`config.mk`:
```
export PLATFORM = sky130hd
export DESIGN_NAME = out_port_fifo_flat
export DESIGN_NICKNAME = d
export VERILOG_FILES = /design/src/rtl/out_port_fifo_if.sv /design/src/rtl/out_port_fifo.sv /design/src/flat_wrapper.sv
export SDC_FILE = /design/constraint.sdc
export NUM_CORES = 1
export LEC_CHECK = 0
export CORE_MARGIN = 4
export CORE_UTILIZATION = 55
export DETAILED_ROUTE_END_ITERATION = 6
export GPL_TIMING_DRIVEN = 1
export MAX_ROUTING_LAYER = met4
export PLACE_DENSITY_LB_ADDON = 0.2
export SLEW_MARGIN = 30
export SYNTH_ARGS = -nofsm -noshare
export SYNTH_HDL_FRONTEND = slang
export SYNTH_SLANG_ARGS = --single-unit
```
`constraint.sdc`:
```
create_clock -name clk -period 8.9 [get_ports clk]
set_clock_uncertainty 0.05 [all_clocks]
set_input_delay 1.78 -clock clk [delete_from_list [all_inputs] [get_ports clk]]
set_output_delay 1.78 -clock clk [all_outputs]
set_load 0.05 [all_outputs]
```
`src/rtl/out_port_fifo_if.sv`:
```
// CPU-side write port, per-channel drain handshake and status of the buffered output port.
interface out_port_fifo_if #(
  parameter int WIDTH    = 16,
  parameter int CHANNELS = 4,
  parameter int DEPTH    = 8
);
  localparam int CH_W  = (CHANNELS > 1) ? $clog2(CHANNELS) : 1;
  localparam int LVL_W = $clog2(DEPTH + 1);

  logic                      clk_en;
  logic                      i_load_enable;
  logic [CH_W-1:0]           i_channel;
  logic [WIDTH-1:0]          i_load_data;
  logic                      o_stall;
  logic [CHANNELS-1:0]       o_valid;
  logic [CHANNELS-1:0]       i_ready;
  logic [CHANNELS*WIDTH-1:0] o_data;
  logic [CHANNELS*WIDTH-1:0] o_last;
  logic [CHANNELS*LVL_W-1:0] o_level;
  logic                      i_clear_err;
  logic [CHANNELS-1:0]       o_overflow;
  logic                      o_bad_channel;

  modport master (
    output clk_en, i_load_enable, i_channel, i_load_data, i_ready, i_clear_err,
    input  o_stall, o_valid, o_data, o_last, o_level, o_overflow, o_bad_channel
  );

  modport slave (
    input  clk_en, i_load_enable, i_channel, i_load_data, i_ready, i_clear_err,
    output o_stall, o_valid, o_data, o_last, o_level, o_overflow, o_bad_channel
  );
endinterface

```
`src/rtl/out_port_fifo.sv`:
```
// Multi-channel buffered output port: CPU pushes into per-channel circular FIFOs,
// each channel drains independently over valid/ready; full channel raises a stall.
module out_port_fifo #(
  parameter int WIDTH    = 16,
  parameter int CHANNELS = 4,
  parameter int DEPTH    = 8
) (
  input  logic          clk,
  input  logic          rst_n,
  out_port_fifo_if.slave bus
);
  localparam int CH_W  = (CHANNELS > 1) ? $clog2(CHANNELS) : 1;
  localparam int LVL_W = $clog2(DEPTH + 1);
  localparam int PTR_W = $clog2(DEPTH);

  logic [WIDTH-1:0] mem_r    [CHANNELS][DEPTH];
  logic [PTR_W-1:0] rd_ptr_r [CHANNELS];
  logic [PTR_W-1:0] wr_ptr_r [CHANNELS];
  logic [LVL_W-1:0] level_r  [CHANNELS];
  logic [WIDTH-1:0] last_r   [CHANNELS];
  logic [CHANNELS-1:0] overflow_r;
  logic                bad_channel_r;

  logic [CHANNELS-1:0] sel_s;
  logic [CHANNELS-1:0] full_s;
  logic [CHANNELS-1:0] push_s;
  logic [CHANNELS-1:0] reject_s;
  logic [CHANNELS-1:0] pop_s;
  logic                write_s;
  logic                bad_s;

  // Per-channel push/pop/reject decode; full is taken from the pre-pop level.
  always_comb begin
    write_s = bus.clk_en && bus.i_load_enable;
    for (int k = 0; k < CHANNELS; k++) begin
      sel_s[k]    = bus.i_load_enable && (bus.i_channel == CH_W'(k));
      full_s[k]   = (level_r[k] == LVL_W'(DEPTH));
      push_s[k]   = bus.clk_en && sel_s[k] && !full_s[k];
      reject_s[k] = bus.clk_en && sel_s[k] && full_s[k];
      pop_s[k]    = (level_r[k] != {LVL_W{1'b0}}) && bus.i_ready[k];
    end
    // No channel matched the index: it lies beyond the implemented channels.
    bad_s = write_s && (sel_s == {CHANNELS{1'b0}});
  end

  // Pointer, level and last-written registers.
  always_ff @(posedge clk or negedge rst_n) begin
    if (!rst_n) begin
      for (int k = 0; k < CHANNELS; k++) begin
        rd_ptr_r[k] <= {PTR_W{1'b0}};
        wr_ptr_r[k] <= {PTR_W{1'b0}};
        level_r[k]  <= {LVL_W{1'b0}};
        last_r[k]   <= {WIDTH{1'b0}};
      end
    end else begin
      for (int k = 0; k < CHANNELS; k++) begin
        if (push_s[k]) begin
          wr_ptr_r[k] <= wr_ptr_r[k] + PTR_W'(1);
          last_r[k]   <= bus.i_load_data;
        end
        if (pop_s[k]) begin
          rd_ptr_r[k] <= rd_ptr_r[k] + PTR_W'(1);
        end
        case ({push_s[k], pop_s[k]})
          2'b10:   level_r[k] <= level_r[k] + LVL_W'(1);
          2'b01:   level_r[k] <= level_r[k] - LVL_W'(1);
          default: level_r[k] <= level_r[k];
        endcase
      end
    end
  end

  // Storage array; contents survive reset since the level gates visibility.
  always_ff @(posedge clk) begin
    for (int k = 0; k < CHANNELS; k++) begin
      if (push_s[k]) begin
        mem_r[k][wr_ptr_r[k]] <= bus.i_load_data;
      end
    end
  end

  // Sticky error flags; a new error in the same cycle as a clear wins.
  always_ff @(posedge clk or negedge rst_n) begin
    if (!rst_n) begin
      overflow_r    <= {CHANNELS{1'b0}};
      bad_channel_r <= 1'b0;
    end else begin
      for (int k = 0; k < CHANNELS; k++) begin
        if (reject_s[k]) begin
          overflow_r[k] <= 1'b1;
        end else if (bus.clk_en && bus.i_clear_err) begin
          overflow_r[k] <= 1'b0;
        end
      end
      if (bad_s) begin
        bad_channel_r <= 1'b1;
      end else if (bus.clk_en && bus.i_clear_err) begin
        bad_channel_r <= 1'b0;
      end
    end
  end

  // Output packing; stall depends only on the request and the registered level.
  always_comb begin
    bus.o_stall       = |(sel_s & full_s);
    bus.o_overflow    = overflow_r;
    bus.o_bad_channel = bad_channel_r;
    bus.o_valid       = {CHANNELS{1'b0}};
    bus.o_data        = {(CHANNELS*WIDTH){1'b0}};
    bus.o_last        = {(CHANNELS*WIDTH){1'b0}};
    bus.o_level       = {(CHANNELS*LVL_W){1'b0}};
    for (int k = 0; k < CHANNELS; k++) begin
      bus.o_valid[k]                 = (level_r[k] != {LVL_W{1'b0}});
      bus.o_last[k*WIDTH +: WIDTH]   = last_r[k];
      bus.o_level[k*LVL_W +: LVL_W]  = level_r[k];
      if (level_r[k] != {LVL_W{1'b0}}) begin
        bus.o_data[k*WIDTH +: WIDTH] = mem_r[k][rd_ptr_r[k]];
      end else begin
        bus.o_data[k*WIDTH +: WIDTH] = {WIDTH{1'b0}};
      end
    end
  end
endmodule

```
`src/flat_wrapper.sv`:
```
// flat-port wrapper written by rule: the top's interface ports become plain ports
module out_port_fifo_flat 
#(
  parameter int WIDTH    = 16,
  parameter int CHANNELS = 4,
  parameter int DEPTH    = 8
)
  (clk, rst_n, bus_clk_en, bus_i_load_enable, bus_i_channel, bus_i_load_data, bus_i_ready, bus_i_clear_err, bus_o_stall, bus_o_valid, bus_o_data, bus_o_last, bus_o_level, bus_o_overflow, bus_o_bad_channel);
  out_port_fifo_if #(.WIDTH(WIDTH), .CHANNELS(CHANNELS), .DEPTH(DEPTH)) bus_i ();
  input  logic clk;
  input  logic rst_n;
  input wire logic [$bits(bus_i.clk_en)-1:0] bus_clk_en;
  input wire logic [$bits(bus_i.i_load_enable)-1:0] bus_i_load_enable;
  input wire logic [$bits(bus_i.i_channel)-1:0] bus_i_channel;
  input wire logic [$bits(bus_i.i_load_data)-1:0] bus_i_load_data;
  input wire logic [$bits(bus_i.i_ready)-1:0] bus_i_ready;
  input wire logic [$bits(bus_i.i_clear_err)-1:0] bus_i_clear_err;
  output wire logic [$bits(bus_i.o_stall)-1:0] bus_o_stall;
  output wire logic [$bits(bus_i.o_valid)-1:0] bus_o_valid;
  output wire logic [$bits(bus_i.o_data)-1:0] bus_o_data;
  output wire logic [$bits(bus_i.o_last)-1:0] bus_o_last;
  output wire logic [$bits(bus_i.o_level)-1:0] bus_o_level;
  output wire logic [$bits(bus_i.o_overflow)-1:0] bus_o_overflow;
  output wire logic [$bits(bus_i.o_bad_channel)-1:0] bus_o_bad_channel;
  assign bus_i.clk_en = bus_clk_en;
  assign bus_i.i_load_enable = bus_i_load_enable;
  assign bus_i.i_channel = bus_i_channel;
  assign bus_i.i_load_data = bus_i_load_data;
  assign bus_i.i_ready = bus_i_ready;
  assign bus_i.i_clear_err = bus_i_clear_err;
  assign bus_o_stall = bus_i.o_stall;
  assign bus_o_valid = bus_i.o_valid;
  assign bus_o_data = bus_i.o_data;
  assign bus_o_last = bus_i.o_last;
  assign bus_o_level = bus_i.o_level;
  assign bus_o_overflow = bus_i.o_overflow;
  assign bus_o_bad_channel = bus_i.o_bad_channel;
  out_port_fifo #(.WIDTH(WIDTH), .CHANNELS(CHANNELS), .DEPTH(DEPTH)) u_core (.clk(clk), .rst_n(rst_n), .bus(bus_i));
endmodule
```
==> results.sh, run 1 <==
export IMPL_port_buffers=180
export IMPL_tns_ps=0
export IMPL_status="finished clean"
export IMPL_postSynth_asyncResetShare=0.176
export IMPL_worst_r2r_cell_count=11
export IMPL_synth_edff_count=512
export IMPL_grt_pass1_wl_um=80000
export IMPL_reg2reg_to="u_core.bus.o_level[14]"
export IMPL_cp_required_ps=7070
export IMPL_cp_start_kind="input port"
export IMPL_yosysSeqAreaShare=0.737
export IMPL_clk_pin_slew_worst_paths_ps=60
export IMPL_regToRegStartpoint="u_core.bus.o_level[13]"
export IMPL_cts_resized=0
export IMPL_root_buffer="clkbuf_16"
export IMPL_hold_class="flip-flop to flip-flop"
export IMPL_ir_worst_vdd_uv=278
export IMPL_nNetsFinal=1521
export IMPL_synth_fp_nets=1292
export IMPL_finalHoldViolCount=0
export IMPL_synth_main_ff_cell="edfxtp_1"
export IMPL_grt_pass1_vias=12800
export IMPL_worstSkewPairLatency_ps=600
export IMPL_worstPathArrival_ps=3750
export IMPL_syn_cell_area_um2=24600
export IMPL_drive_gt1_frac=0.234
export IMPL_dr_pass1_iters=5
export IMPL_h_tree_depth=2
export IMPL_min_from="u_core.bus.o_last[5]"
export IMPL_cp_max_fo=9
export IMPL_num_vias=12200
export IMPL_ys_types=46
export IMPL_totalWireLength_um=52600
export IMPL_period_share=0.628
export IMPL_start_util=0.556
export IMPL_syn_inst=1245
export IMPL_ant_nets=0
export IMPL_grt_antenna_before_repair=0
export IMPL_slew_headroom=0.342
export IMPL_cts_buffers=59
export IMPL_max_freq_mhz=179
export IMPL_detail_route_wl_per_cell_um=24.9
export IMPL_num_io_pins=181
export IMPL_clkSinkCount=621
export IMPL_layout_cells_non_filler=2116
export IMPL_endpoint_kind="output port"
export IMPL_die_x_um=219
export IMPL_area_growth_pct=20.2
export IMPL_cts_buffer_depth=3
export IMPL_hold_end="u_core.bus.o_last[5]"
export IMPL_p_per_area_nw_per_um2=352
export IMPL_rows=77
export IMPL_power_leakage_uw=0.0103
export IMPL_postCtsSetupBuffers=0
export IMPL_path_class="input port to output port"
export IMPL_dp_hpwl_um=31200
export IMPL_grt_usage=0.231
export IMPL_cts_tree="built"
export IMPL_ys_warn_count=0
export IMPL_synth_seq_cells=621
export IMPL_slew_viol_final=0
export IMPL_die_y_um=219
export IMPL_avgSynthCellArea_um2=19.7
export IMPL_coreArea_um2=44200
export IMPL_holdPathStages=2
export IMPL_grt_max_degree=56
export IMPL_grt_overflow_total=0
export IMPL_die_area_um2=48100
export IMPL_cts_hold_buf=0
export IMPL_finalWeightedCongestion=0.774
export IMPL_reg2reg_slack_ps=5850
export IMPL_via_per_inst=5.78
export IMPL_setup_viol=0
export IMPL_drv_cap=0
export IMPL_rsz0062_at_grt="false"
export IMPL_drt_iter0_markers=982
export IMPL_n_antenna_cell=0
export IMPL_dp_cells=2000
export IMPL_worstMarginPinSlew_ps=983
export IMPL_period_minus_slack_ps=5580
export IMPL_drc_errors=0
how the worst max path moves through the flow:
stage / from / to / slack (ps) / cells after the start
final: bus_i_channel[0] / bus_o_stall / 3320 / 5
after floorplan: bus_i_channel[0] / u_core.mem_r[3][48] / 4150 / 6
after CTS: bus_i_channel[0] / bus_o_stall / 3330 / 5
after global placement: bus_i_channel[0] / bus_o_stall / 3370 / 5
after detailed placement: bus_i_channel[0] / bus_o_stall / 3340 / 5
after global routing: bus_i_channel[0] / bus_o_stall / 3230 / 5
cell type report:
| class | count | area (um^2) |
|---|---|---|
| sequential | 621 | 18100 |
| fill | 2896 | 14700 |
| multi-input combinational | 545 | 6320 |
| timing repair buffer | 237 | 2290 |
| clock buffer | 83 | 1680 |
| tap | 592 | 741 |
| clock inverter | 28 | 343 |
| inverter | 10 | 37.5 |
per-layer routing:
| layer | vias up | global-route usage | wire [um] |
|---|---|---|---|
| li1 | 5379 | - | - |
| met1 | 6403 | 0.321 | 22400 |
| met2 | 374 | 0.365 | 26000 |
| met3 | 72 | 0.0395 | 3120 |
| met4 | 0 | 0.0594 | 1150 |
| met5 | - | - | 0 |
power breakdown:
part / total [uW] / switching, uW / internal [uW]
Combinational: 3900 / 2310 / 1590
Sequential: 3910 / 527 / 3380
Clock: 2580 / 1040 / 1540
cells in the mapped netlist (2+ instances only):
library cell    n  area [um^2]
clkbuf_1       23         86.3
nor4b_2         4         60.1
buf_2          25          125
ha_1           20          250
inv_2           8         30.0
nand3_1         4         20.0
edfxtp_1      512        15400
xnor2_1        17          149
mux2_4         14          210
mux2i_1        65          651
nor4_4          4         85.1
buf_1          10         37.5
nor2_1         74          278
buf_6           9          101
xor2_1         19          166
dfrtp_1       109         2730
inv_1           2         7.51
nor2b_1         2         12.5
nor3b_1         8         60.1
and2_4          2         17.5
buf_4           2         15.0
nor4b_1         8         70.1
nand3b_1        3         22.5
o21ai_0         8         40.0
mux4_2        128         2880
nor4bb_1        4         40.0
mux2_1         41          462
and2_1          3         18.8
o31ai_1         3         22.5
a21oi_1         5         25.0
nor3_1         12         60.1
mux2_2          4         45.0
nor4_1          5         31.3
nand2_1        76          285
state kept, by name, summed over array words and instances, names as in the netlist:
register                  cells
u_core.bus.o_overflow         4
u_core.bus.o_last            64
u_core.rd_ptr_r              12
u_core.bus.o_bad_channel      1
u_core.wr_ptr_r              12
u_core.bus.o_level           16
u_core.mem_r                512
worst max-delay path, cell delays in order:
cell and delay [ps]:
clkdlybuf4s50_1 590, nand3b_1 260, o21ai_0 180, o21a_1 150, clkdlybuf4s50_1 800
layout by cell type (no fill, tap or decap), types with 4 or more instances in the layout:
cell type        Yosys  final
xnor2_1             17     17
clkbuf_8             0      7
clkbuf_1            23     15
clkbuf_16            0     61
mux2_4              14     14
clkdlybuf4s50_1      0    179
nand3_1              4      4
clkinv_1             0      4
mux2i_1             65     65
mux4_2             128    128
inv_2                8      8
edfxtp_1           512    512
nor3_4               0      7
mux2_1              41     41
o21ai_0              8      8
nand2_1             76     76
bufinv_16            0      8
clkinv_2             0     13
nor3b_4              0      6
nor4bb_1             4      4
buf_6                9      9
mux2_2               4      4
nor4b_2              4      5
nor4_4               4      4
nor3_2               1      4
buf_4                2     45
nor4b_1              8      4
nor2_1              74     73
dfrtp_1            109     97
nor4_2               0      4
xor2_1              19     19
ha_1                20     20
buf_8                0      4
dfrtp_2              0     12
a21oi_1              5      5
cells by family after synthesis:
kind of cell / after synthesis / synth area share
AND/OR/NAND/NOR: 216 / 0.0454
XOR/XNOR: 36 / 0.0128
flip-flops: 621 / 0.737
adder cells (fa/ha/maj): 20 / 0.0102
buffers and inverters: 79 / 0.0164
AO/OA/AOI/OAI: 21 / 0.00565
multiplexers: 252 / 0.173
through the flow:
stage / setup WS [ps] / hold slack [ps] / utilization / area (um^2) / total power (uW)
floorplan: 4150 / 476 / - / 24600 / 6580
global placement: 3370 / 411 / 0.618 / 27300 / 7850
detailed placement: 3340 / 419 / 0.621 / 27500 / 7910
CTS: 3330 / 434 / 0.666 / 29500 / 10500
global route: 3230 / 454 / 0.668 / 29500 / 10800
finish: 3320 / 434 / 0.668 / 29500 / 10400
No activity file was read; power rests on OpenSTA's default activity.
==> inputs of run 2 (changes only) <==
- clock period: 8.9 -> 5.25 ns (I/O delays scaled with it)
==> run 2 against run 1 <==
Net effect: the run now ends with DRC left; register-to-register slack lost 4000 ps; largest power group is now combinational logic; final area fell by 0.23%; critical endpoint is now bus_o_data[26]; flip-flop and latch count unchanged; clock power up 69%; routed wire length is 1.2% higher.
==> results.sh, run 2 (same netlist as run 1, synthesis figures left out) <==
export IMPL_slew_viol_final=0
export IMPL_port_buffers=180
export IMPL_pwr_share_clk=0.247
export IMPL_hold_class="flip-flop to flip-flop"
export IMPL_dr_pass1_iters=7
export IMPL_drive_gt1_frac=0.243
export IMPL_multi_input_area_um2=6230
export IMPL_cp_start_kind="flip-flop"
export IMPL_grt_max_degree=52
export IMPL_failed_checks="DRC"
export IMPL_path_class="flip-flop to output port"
export IMPL_via_per_inst=5.80
export IMPL_register_area_um2=18100
export IMPL_drv_cap=0
export IMPL_grt_usage=0.234
export IMPL_die_x_um=219
export IMPL_nFillCells=2869
export IMPL_tns_ps=0
export IMPL_cts_buffer_depth=3
export IMPL_swShare=0.374
export IMPL_area_growth_pct=19.9
export IMPL_totalWireLength_um=53300
export IMPL_p_switching_uw=6580
export IMPL_die_y_um=219
export IMPL_cts_buffers=59
export IMPL_grt_antenna_before_repair=0
export IMPL_worstMarginPinSlew_ps=1020
export IMPL_grt_pass1_vias=13000
export IMPL_postCtsSetupBuffers=0
export IMPL_rsz0062_at_grt="false"
export IMPL_worst_r2r_cell_count=11
export IMPL_rows=77
export IMPL_num_io_pins=181
export IMPL_period_minus_slack_ps=4350
export IMPL_cts_tree="built"
export IMPL_endpoint_kind="output port"
export IMPL_p_comb_frac=0.378
export IMPL_power_leakage_uw=0.0103
export IMPL_period_share=0.829
export IMPL_finalHoldViolCount=0
export IMPL_slew_headroom=0.316
export IMPL_ant_nets=0
export IMPL_layout_cells_non_filler=2127
export IMPL_worstPathArrival_ps=3250
export IMPL_grt_pass1_wl_um=81000
export IMPL_cp_required_ps=4150
export IMPL_grt_overflow_total=0
export IMPL_finalWeightedCongestion=0.778
export IMPL_largest_register_ffs=512
export IMPL_dp_hpwl_um=32500
export IMPL_clkSinkCount=621
export IMPL_final_common_cell="edfxtp_1"
export IMPL_max_freq_mhz=230
export IMPL_nNetsFinal=1533
export IMPL_clk_pin_slew_worst_paths_ps=60
export IMPL_root_buffer="clkbuf_16"
export IMPL_status="finished, violations left"
export IMPL_dp_cells=2016
export IMPL_worstSkewPairLatency_ps=600
export IMPL_drc_errors=1
export IMPL_holdPathStages=1
export IMPL_cts_resized=0
export IMPL_cts_hold_buf=0
export IMPL_power_frac_seq=0.375
export IMPL_h_tree_depth=2
export IMPL_drt_iter0_markers=861
export IMPL_coreArea_um2=44200
export IMPL_p_per_area_nw_per_um2=597
export IMPL_n_antenna_cell=0
export IMPL_ir_worst_vdd_uv=398
export IMPL_final_cell_mix="512 x edfxtp_1, 177 x clkdlybuf4s50_1, 128 x mux4_2, 100 x dfrtp_1, 76 x nand2_1"
export IMPL_start_util=0.556
export IMPL_num_vias=12300
export IMPL_die_area_um2=48100
export IMPL_cp_max_fo=20
export IMPL_setup_viol=0
export IMPL_p_int_uw=11000
export IMPL_detail_route_wl_per_cell_um=25.0
-- run 2: cell count changes in the layout (fill, tap and decap cells not counted), moves of 7 or more --
| cell | before | now |
|---|---|---|
| clkbuf_1 | 15 | 2 |
| buf_4 | 45 | 68 |
| nor3_4 | 7 | 0 |
| nor3_2 | 4 | 11 |
| buf_6 | 9 | 1 |
-- run 2: path summary, 6_finish.rpt --
path / endpoint / slack [ps] / start
worst max-delay path: bus_o_data[26] / 900 / u_core.rd_ptr_r[7]
worst min-delay path: u_core.bus.o_bad_channel / 430 / u_core.bus.o_bad_channel
worst max register to register: u_core.bus.o_level[14] / 1870 / u_core.bus.o_level[13]
worst min register to register: u_core.bus.o_bad_channel / 430 / u_core.bus.o_bad_channel
max in group asynchronous: u_core.bus.o_last[4] / 3680 / rst_n
min in group asynchronous: u_core.bus.o_level[5] / 460 / rst_n
-- run 2: power groups by stage --
| stage | sequential [uW] | clock (uW) | combinational [uW] |
|---|---|---|---|
| global placement | 6700 | 0 | 6650 |
| CTS | 6630 | 4430 | 6740 |
| finish | 6610 | 4350 | 6640 |
| global route | 6710 | 4650 | 7010 |
| floorplan | 6870 | 0 | 4280 |
| detailed placement | 6720 | 0 | 6700 |
-- run 2: critical path, stage by stage, from the launching register on --
cell             delay (ps)
dfrtp_1                 970
buf_4                   310
mux4_2                  310
mux2i_1                 200
nor2_1                  110
clkdlybuf4s50_1         740
-- run 2: per-stage QoR --
stage	total power (uW)	hold slack [ps]	setup slack [ps]	util	cell area (um^2)
5_1_grt	18400	443	689	0.666	29500
3_3_place_gp	13300	417	1140	0.620	27400
3_5_place_dp	13400	420	1140	0.620	27400
6_report	17600	433	900	0.666	29500
4_1_cts	17800	436	775	0.666	29500
2_1_floorplan	11200	476	1230	-	24600
-- run 2: final cells by class --
| type | count | share of cell area |
|---|---|---|
| clock buffer | 68 | 0.0544 |
| clock inverter | 42 | 0.0140 |
| inverter | 10 | 0.00127 |
| multi-input combinational | 545 | 0.211 |
| sequential | 621 | 0.615 |
| tap | 592 | 0.0251 |
| timing repair buffer | 249 | 0.0789 |
-- run 2: routing by layer --
metal | routed length [um] | track usage | up-vias
li1 | - | - | 5382
met1 | 22400 | 0.321 | 6499
met2 | 26000 | 0.367 | 390
met3 | 3770 | 0.0518 | 75
met4 | 1140 | 0.0531 | 0
met5 | 0 | - | -
